### src/rtl/multicycle_control_pkg.sv
`default_nettype none
// ============================================================================
// Module   : multicycle_control_pkg
// Purpose  : Shared encodings for the multicycle MIPS-style control unit:
//            FSM states, opcodes, ALU/mux select codes and the control word.
// Revision : 1.0  initial release
// ============================================================================
package multicycle_control_pkg;

  typedef enum logic [3:0] {
    FETCH    = 4'd0,
    DECODE   = 4'd1,
    MEMADR   = 4'd2,
    MEMRD    = 4'd3,
    MEMWB    = 4'd4,
    MEMWR    = 4'd5,
    EXECUTE  = 4'd6,
    ALUWB    = 4'd7,
    BRANCH   = 4'd8,
    ADDIEXEC = 4'd9,
    ADDIWB   = 4'd10,
    JUMP     = 4'd11
  } state_t;

  // Instruction opcodes (instr[31:26])
  localparam logic [5:0] OP_RTYPE = 6'b000000;
  localparam logic [5:0] OP_LW    = 6'b100011;
  localparam logic [5:0] OP_SW    = 6'b101011;
  localparam logic [5:0] OP_BEQ   = 6'b000100;
  localparam logic [5:0] OP_ADDI  = 6'b001000;
  localparam logic [5:0] OP_J     = 6'b000010;

  // ALU operation select
  localparam logic [1:0] ALUOP_ADD   = 2'b00;
  localparam logic [1:0] ALUOP_SUB   = 2'b01;
  localparam logic [1:0] ALUOP_FUNCT = 2'b10;

  // ALU B-operand select
  localparam logic [1:0] SRCB_B       = 2'b00;
  localparam logic [1:0] SRCB_FOUR    = 2'b01;
  localparam logic [1:0] SRCB_IMM     = 2'b10;
  localparam logic [1:0] SRCB_IMM_SH2 = 2'b11;

  // Next-PC select
  localparam logic [1:0] PCSRC_ALU    = 2'b00;
  localparam logic [1:0] PCSRC_ALUOUT = 2'b01;
  localparam logic [1:0] PCSRC_JUMP   = 2'b10;

  // Datapath control word produced by the output decoder
  typedef struct packed {
    logic       pc_write;
    logic       pc_write_cond;
    logic       i_or_d;
    logic       mem_read;
    logic       mem_write;
    logic       ir_write;
    logic       mem_to_reg;
    logic       reg_dst;
    logic       reg_write;
    logic       alu_src_a;
    logic [1:0] alu_src_b;
    logic [1:0] pc_source;
    logic [1:0] alu_op;
    logic       instr_done;
  } ctrl_t;

  // True for every opcode this control unit knows how to sequence
  function automatic logic is_legal_op(input logic [5:0] op);
    return (op == OP_RTYPE) || (op == OP_LW) || (op == OP_SW) ||
           (op == OP_BEQ) || (op == OP_ADDI) || (op == OP_J);
  endfunction

endpackage : multicycle_control_pkg
`default_nettype wire

### src/rtl/mc_output_decode.sv
`default_nettype none
// ============================================================================
// Module   : mc_output_decode
// Purpose  : Moore decode of FSM state (plus mem_ready handshake gating) into
//            the datapath control word. Forced to all-zero while in reset.
// Revision : 1.0  initial release
// ============================================================================
module mc_output_decode
  import multicycle_control_pkg::*;
(
  input  logic   reset,
  input  state_t state,
  input  logic   mem_ready,
  output ctrl_t  ctrl
);

  // Per-state control word; anything not set for a state stays 0
  always_comb begin
    ctrl = '0;
    if (!reset) begin
      case (state)
        FETCH: begin
          ctrl.mem_read  = 1'b1;
          ctrl.alu_src_b = SRCB_FOUR;
          ctrl.alu_op    = ALUOP_ADD;
          ctrl.pc_source = PCSRC_ALU;
          // IR and PC only update once the instruction word has arrived
          ctrl.ir_write  = mem_ready;
          ctrl.pc_write  = mem_ready;
        end
        DECODE: begin
          ctrl.alu_src_b = SRCB_IMM_SH2;
          ctrl.alu_op    = ALUOP_ADD;
        end
        MEMADR: begin
          ctrl.alu_src_a = 1'b1;
          ctrl.alu_src_b = SRCB_IMM;
          ctrl.alu_op    = ALUOP_ADD;
        end
        MEMRD: begin
          ctrl.mem_read = 1'b1;
          ctrl.i_or_d   = 1'b1;
        end
        MEMWB: begin
          ctrl.mem_to_reg = 1'b1;
          ctrl.reg_write  = 1'b1;
          ctrl.instr_done = 1'b1;
        end
        MEMWR: begin
          ctrl.mem_write  = 1'b1;
          ctrl.i_or_d     = 1'b1;
          // Store retires in the cycle memory accepts it
          ctrl.instr_done = mem_ready;
        end
        EXECUTE: begin
          ctrl.alu_src_a = 1'b1;
          ctrl.alu_src_b = SRCB_B;
          ctrl.alu_op    = ALUOP_FUNCT;
        end
        ALUWB: begin
          ctrl.reg_dst    = 1'b1;
          ctrl.reg_write  = 1'b1;
          ctrl.instr_done = 1'b1;
        end
        BRANCH: begin
          ctrl.alu_src_a     = 1'b1;
          ctrl.alu_src_b     = SRCB_B;
          ctrl.alu_op        = ALUOP_SUB;
          ctrl.pc_write_cond = 1'b1;
          ctrl.pc_source     = PCSRC_ALUOUT;
          ctrl.instr_done    = 1'b1;
        end
        ADDIEXEC: begin
          ctrl.alu_src_a = 1'b1;
          ctrl.alu_src_b = SRCB_IMM;
          ctrl.alu_op    = ALUOP_ADD;
        end
        ADDIWB: begin
          ctrl.reg_write  = 1'b1;
          ctrl.instr_done = 1'b1;
        end
        JUMP: begin
          ctrl.pc_write   = 1'b1;
          ctrl.pc_source  = PCSRC_JUMP;
          ctrl.instr_done = 1'b1;
        end
        default: ctrl = '0;
      endcase
    end
  end

endmodule : mc_output_decode
`default_nettype wire

### src/rtl/multicycle_control.sv
`default_nettype none
// ============================================================================
// Module   : multicycle_control
// Purpose  : Multicycle MIPS-subset control FSM (lw, sw, R-type, beq, addi, j)
//            with a memory-ready handshake. Holds the state register and
//            next-state logic; control outputs come from mc_output_decode.
// Revision : 1.0  initial release
// ============================================================================
module multicycle_control
  import multicycle_control_pkg::*;
(
  input  logic       clk,
  input  logic       reset,
  input  logic [5:0] opcode,
  input  logic       mem_ready,
  output logic       PCWrite,
  output logic       PCWriteCond,
  output logic       IorD,
  output logic       MemRead,
  output logic       MemWrite,
  output logic       IRWrite,
  output logic       MemToReg,
  output logic       RegDst,
  output logic       RegWrite,
  output logic       ALUSrcA,
  output logic [1:0] ALUSrcB,
  output logic [1:0] PCSource,
  output logic [1:0] ALUOp,
  output logic       instr_done,
  output logic       illegal_op,
  output logic [3:0] state
);

  state_t state_q;
  state_t state_d;
  ctrl_t  ctrl;

  // State register with synchronous reset back to FETCH
  always_ff @(posedge clk) begin
    if (reset) begin
      state_q <= FETCH;
    end else begin
      state_q <= state_d;
    end
  end

  // Next-state logic; unused encodings fall back to FETCH
  always_comb begin
    state_d = FETCH;
    case (state_q)
      FETCH:    state_d = mem_ready ? DECODE : FETCH;
      DECODE: begin
        case (opcode)
          OP_RTYPE:     state_d = EXECUTE;
          OP_LW, OP_SW: state_d = MEMADR;
          OP_BEQ:       state_d = BRANCH;
          OP_ADDI:      state_d = ADDIEXEC;
          OP_J:         state_d = JUMP;
          default:      state_d = FETCH;
        endcase
      end
      MEMADR:   state_d = (opcode == OP_LW) ? MEMRD : MEMWR;
      MEMRD:    state_d = mem_ready ? MEMWB : MEMRD;
      MEMWB:    state_d = FETCH;
      MEMWR:    state_d = mem_ready ? FETCH : MEMWR;
      EXECUTE:  state_d = ALUWB;
      ALUWB:    state_d = FETCH;
      BRANCH:   state_d = FETCH;
      ADDIEXEC: state_d = ADDIWB;
      ADDIWB:   state_d = FETCH;
      JUMP:     state_d = FETCH;
      default:  state_d = FETCH;
    endcase
  end

  mc_output_decode u_output_decode (
    .reset     (reset),
    .state     (state_q),
    .mem_ready (mem_ready),
    .ctrl      (ctrl)
  );

  // Unknown opcode flagged for the one DECODE cycle, suppressed in reset
  assign illegal_op = !reset && (state_q == DECODE) && !is_legal_op(opcode);

  assign PCWrite     = ctrl.pc_write;
  assign PCWriteCond = ctrl.pc_write_cond;
  assign IorD        = ctrl.i_or_d;
  assign MemRead     = ctrl.mem_read;
  assign MemWrite    = ctrl.mem_write;
  assign IRWrite     = ctrl.ir_write;
  assign MemToReg    = ctrl.mem_to_reg;
  assign RegDst      = ctrl.reg_dst;
  assign RegWrite    = ctrl.reg_write;
  assign ALUSrcA     = ctrl.alu_src_a;
  assign ALUSrcB     = ctrl.alu_src_b;
  assign PCSource    = ctrl.pc_source;
  assign ALUOp       = ctrl.alu_op;
  assign instr_done  = ctrl.instr_done;
  assign state       = state_q;

endmodule : multicycle_control
`default_nettype wire

### config.mk
export PLATFORM = sky130hd
export DESIGN_NAME = multicycle_control
export DESIGN_NICKNAME = d
export VERILOG_FILES = /design/src/rtl/multicycle_control_pkg.sv /design/src/rtl/mc_output_decode.sv /design/src/rtl/multicycle_control.sv
export SDC_FILE = /design/constraint.sdc
export NUM_CORES = 1
export LEC_CHECK = 0
export ABC_AREA = 1
export CAP_MARGIN = 20
export CORE_UTILIZATION = 33
export CTS_CLUSTER_SIZE = 25
export DETAILED_ROUTE_END_ITERATION = 10
export PLACE_DENSITY = 0.74
export RECOVER_POWER = 25
export REMOVE_ABC_BUFFERS = 1
export SYNTH_ARGS = -nofsm -noshare
export SYNTH_HDL_FRONTEND = slang
export SYNTH_SLANG_ARGS = --single-unit
### constraint.sdc
create_clock -name clk -period 1 [get_ports clk]
set_input_delay 0.15 -clock clk [delete_from_list [all_inputs] [get_ports clk]]
set_output_delay 0.15 -clock clk [all_outputs]
set_load 0.01 [all_outputs]
==> summary.md <==
| Metric | Value |
|---|---|
| DR top layer | met4 |
| DPL Wire Length | 1510 um |
| Crit path required time | 850 ps |
| MaxCap Viol Count | 0 |
| Initial antenna violation count | 0 |
| Pleak | 0.000721 uW |
| Register area share after synthesis | 0.148 |
| Row count | 14 |
| Antenna diode count | 0 |
| Number of DRC markers in iteration 0 | 57 |
| YS warnings | 0 |
| Fin. max-slew vios | 0 |
| #FFs+latches synth | 4 |
| Reg clk slew, reported paths | 40 ps |
| Initial Util | 0.356 |
| FF/Latch Area | 95.1 sq um |
| Status | complete, but fails checks |
| Area Overhead vs Synth | 149% |
| Root Buffer Master | clkbuf_4 |
| Minimum clock period | 1540 ps |
| Worst Hold Class | in2reg |
| Worst Skew | 1.85 ps |
| PD cells | 476 nW/um^2 |
| Final #Nets | 190 |
| GPL Wtd Cong | 0.846 |
| Post-Route M1 WL | 1280 um |
| Violated checks | negative setup slack |
| Fin crit share | 1.54 |
| Fin area | 1350 sq um |
| Crit-path max FO | 5 |
| Placed cell area | 1050 sq um |
| Max FFs per register | 4 |
| Final hold violations | 0 |
| Layout Cells excl Fill | 195 |
| Insertion delay to the later sink of the worst-skew pair | 230 ps |
| Depth of the CTS H-tree | 1 |
| Vias in the first global route | 1042 |
| Setup Crit Path Kind | reg2out |
| Detailed Route WL | 3750 um |
| Most frequent cell after synthesis | nor2_1 |
| Post-synth EDFFs | 0 |
| Fillers | 76 |
| Fin util | 0.887 |
| FMAX | 651 MHz |
| Port Buf Inserts | 30 |
| Iteration count of the initial detailed-routing pass | 4 |
| Worst Slack Setup Final | -537 ps |
| Post-synth top area cell | nor2_1 |
| Hold path depth | 6 |
| CTS tree | done |
| Proportion of synthesized area in mux cells | 0 |
| Xor-xnor portion of the synthesized cell area | 0 |
| Wire length per cell | 19.3 um |
| # placed instances | 179 |
| Main combinational cell family by area after synthesis | simple AND/OR/NAND/NOR gates |
| Synth Area in Adders | 0 |
| RSZ-0062 raised after global routing | yes |
| Met2 WL post-DR | 1800 um |
| CP Launch Type | register |
| Area occupied by multi-input gates | 572 sq um |
| Clock buffer count from CTS | 3 |
| GRT Total Usage | 0.376 |
| Die H | 42.5 um |
| Maximum buffer depth of the clock tree | 2 |
| # clock sinks | 4 |
| Reg2Reg Depth | 9 |
| Worst slew pin tran | 215 ps |
| # IOs | 31 |
| ANT nets after route | 0 |
| FFs w/ async S/R, synth | 0 |
| # setup viols final | 26 |
| DRC viols | 0 |
| Gate Count Post-Synth | 109 |
| CP Capture Type | output pin |
| Via count | 1135 |
| Post-synthesis compound-gate area fraction | 0.104 |
| Share of post-route cells with drive strength above 1 | 0.637 |
| Chip width | 42.5 um |
| CP Data Arrival Time | 1390 ps |
| Synth top area cells | nor2_1, nand2_1, dfxtp_1 |
| Met3 Routed Length | 333 um |
| Post-synthesis cell type count | 16 |
| Vias/cell | 5.82 |
| Setup_tns | -8920 ps |
| Syn Area/Cell | 4.97 sq um |
| Yosys top cell area share | 0.180 |
| Rel. slew slack | 0.856 |
| Core area | 1520 sq um |
| Largest net degree at the start of global routing | 7 |
| Netlist Area Pre-Place | 542 sq um |
| First-pass GRT wire length | 5060 um |
| Max VDD drop | 568 uV |
| Die ar. | 1810 sq um |
| Synth Area in Simple Gates | 0.610 |
| Total grt overflow | 0 |
| Synth top cells by count | nor2_1, nand2_1, inv_1, nand3_1, nor3_1 |
| Most used flip-flop cell after synthesis | dfxtp_1 |
-- placed cells by master (no fill, tap or decap), drive strengths merged --
master          n
dfxtp           4
nand3          13
a21oi           5
a211oi          2
nand2b          1
nor3            6
nor2           30
buf            61
o21ai           2
nand2          25
inv            18
dlygate4sd2     6
a31oi           1
clkdlybuf4s50   2
clkbuf          3
-- final cells by class --
cell class                      count  share of cell area
Sequential cell                     4              0.0704
Inverter                           18              0.0519
Multi-Input combinational cell     85               0.423
Clock buffer                        3              0.0167
Timing Repair Buffer               69               0.423
Tap cell                           16              0.0148
-- timing repair --
item	in CTS	in global routing
pin swaps	24	14
buffers inserted	12	8
setup endpoints to repair	26	26
gates resized for setup	149	32
hold buffers	0	0
hold endpoints to repair	0	0
-- kinds of logic (layout without fill, tap and decap cells) --
group / after synthesis / count (layout)
compound gates: 10 / 10
buf+inv: 20 / 90
simple gates: 75 / 75
flops: 4 / 4
-- power by group --
group / internal (uW) / switching [uW]
registers: 156 / 10.6
clock network: 134 / 67.9
logic: 122 / 153
-- metrics by stage --
step / hold slack, ps / power (uW) / setup WS, ps
floorplan: 219 / 243 / -260
global placement: 832 / 368 / -792
detailed placement: 834 / 373 / -810
CTS: 542 / 592 / -461
global route: 696 / 666 / -562
finish: 668 / 644 / -537
-- per-layer routing --
metal	up-vias	GRT usage
li1	482	-
met1	525	0.410
met2	95	0.692
met4	0	0.200
met3	33	0.0474
met5	-	0
-- final timing paths --
| kind | to | start | slack (ps) |
|---|---|---|---|
| worst max-delay path | ALUSrcB[1] | state[1] | -540 |
| worst min-delay path | state[1] | opcode[4] | 670 |
| worst max register to register | state[1] | state[1] | -390 |
| worst min register to register | state[0] | state[2] | 890 |
-- critical path, cell delays in order, from the launching register on --
cell	delay (ps)
dfxtp_4	400
inv_4	70
nor2_4	130
buf_6	120
nand2_4	50
a211oi_2	200
buf_2	180
(Power assumes the default switching activity.)
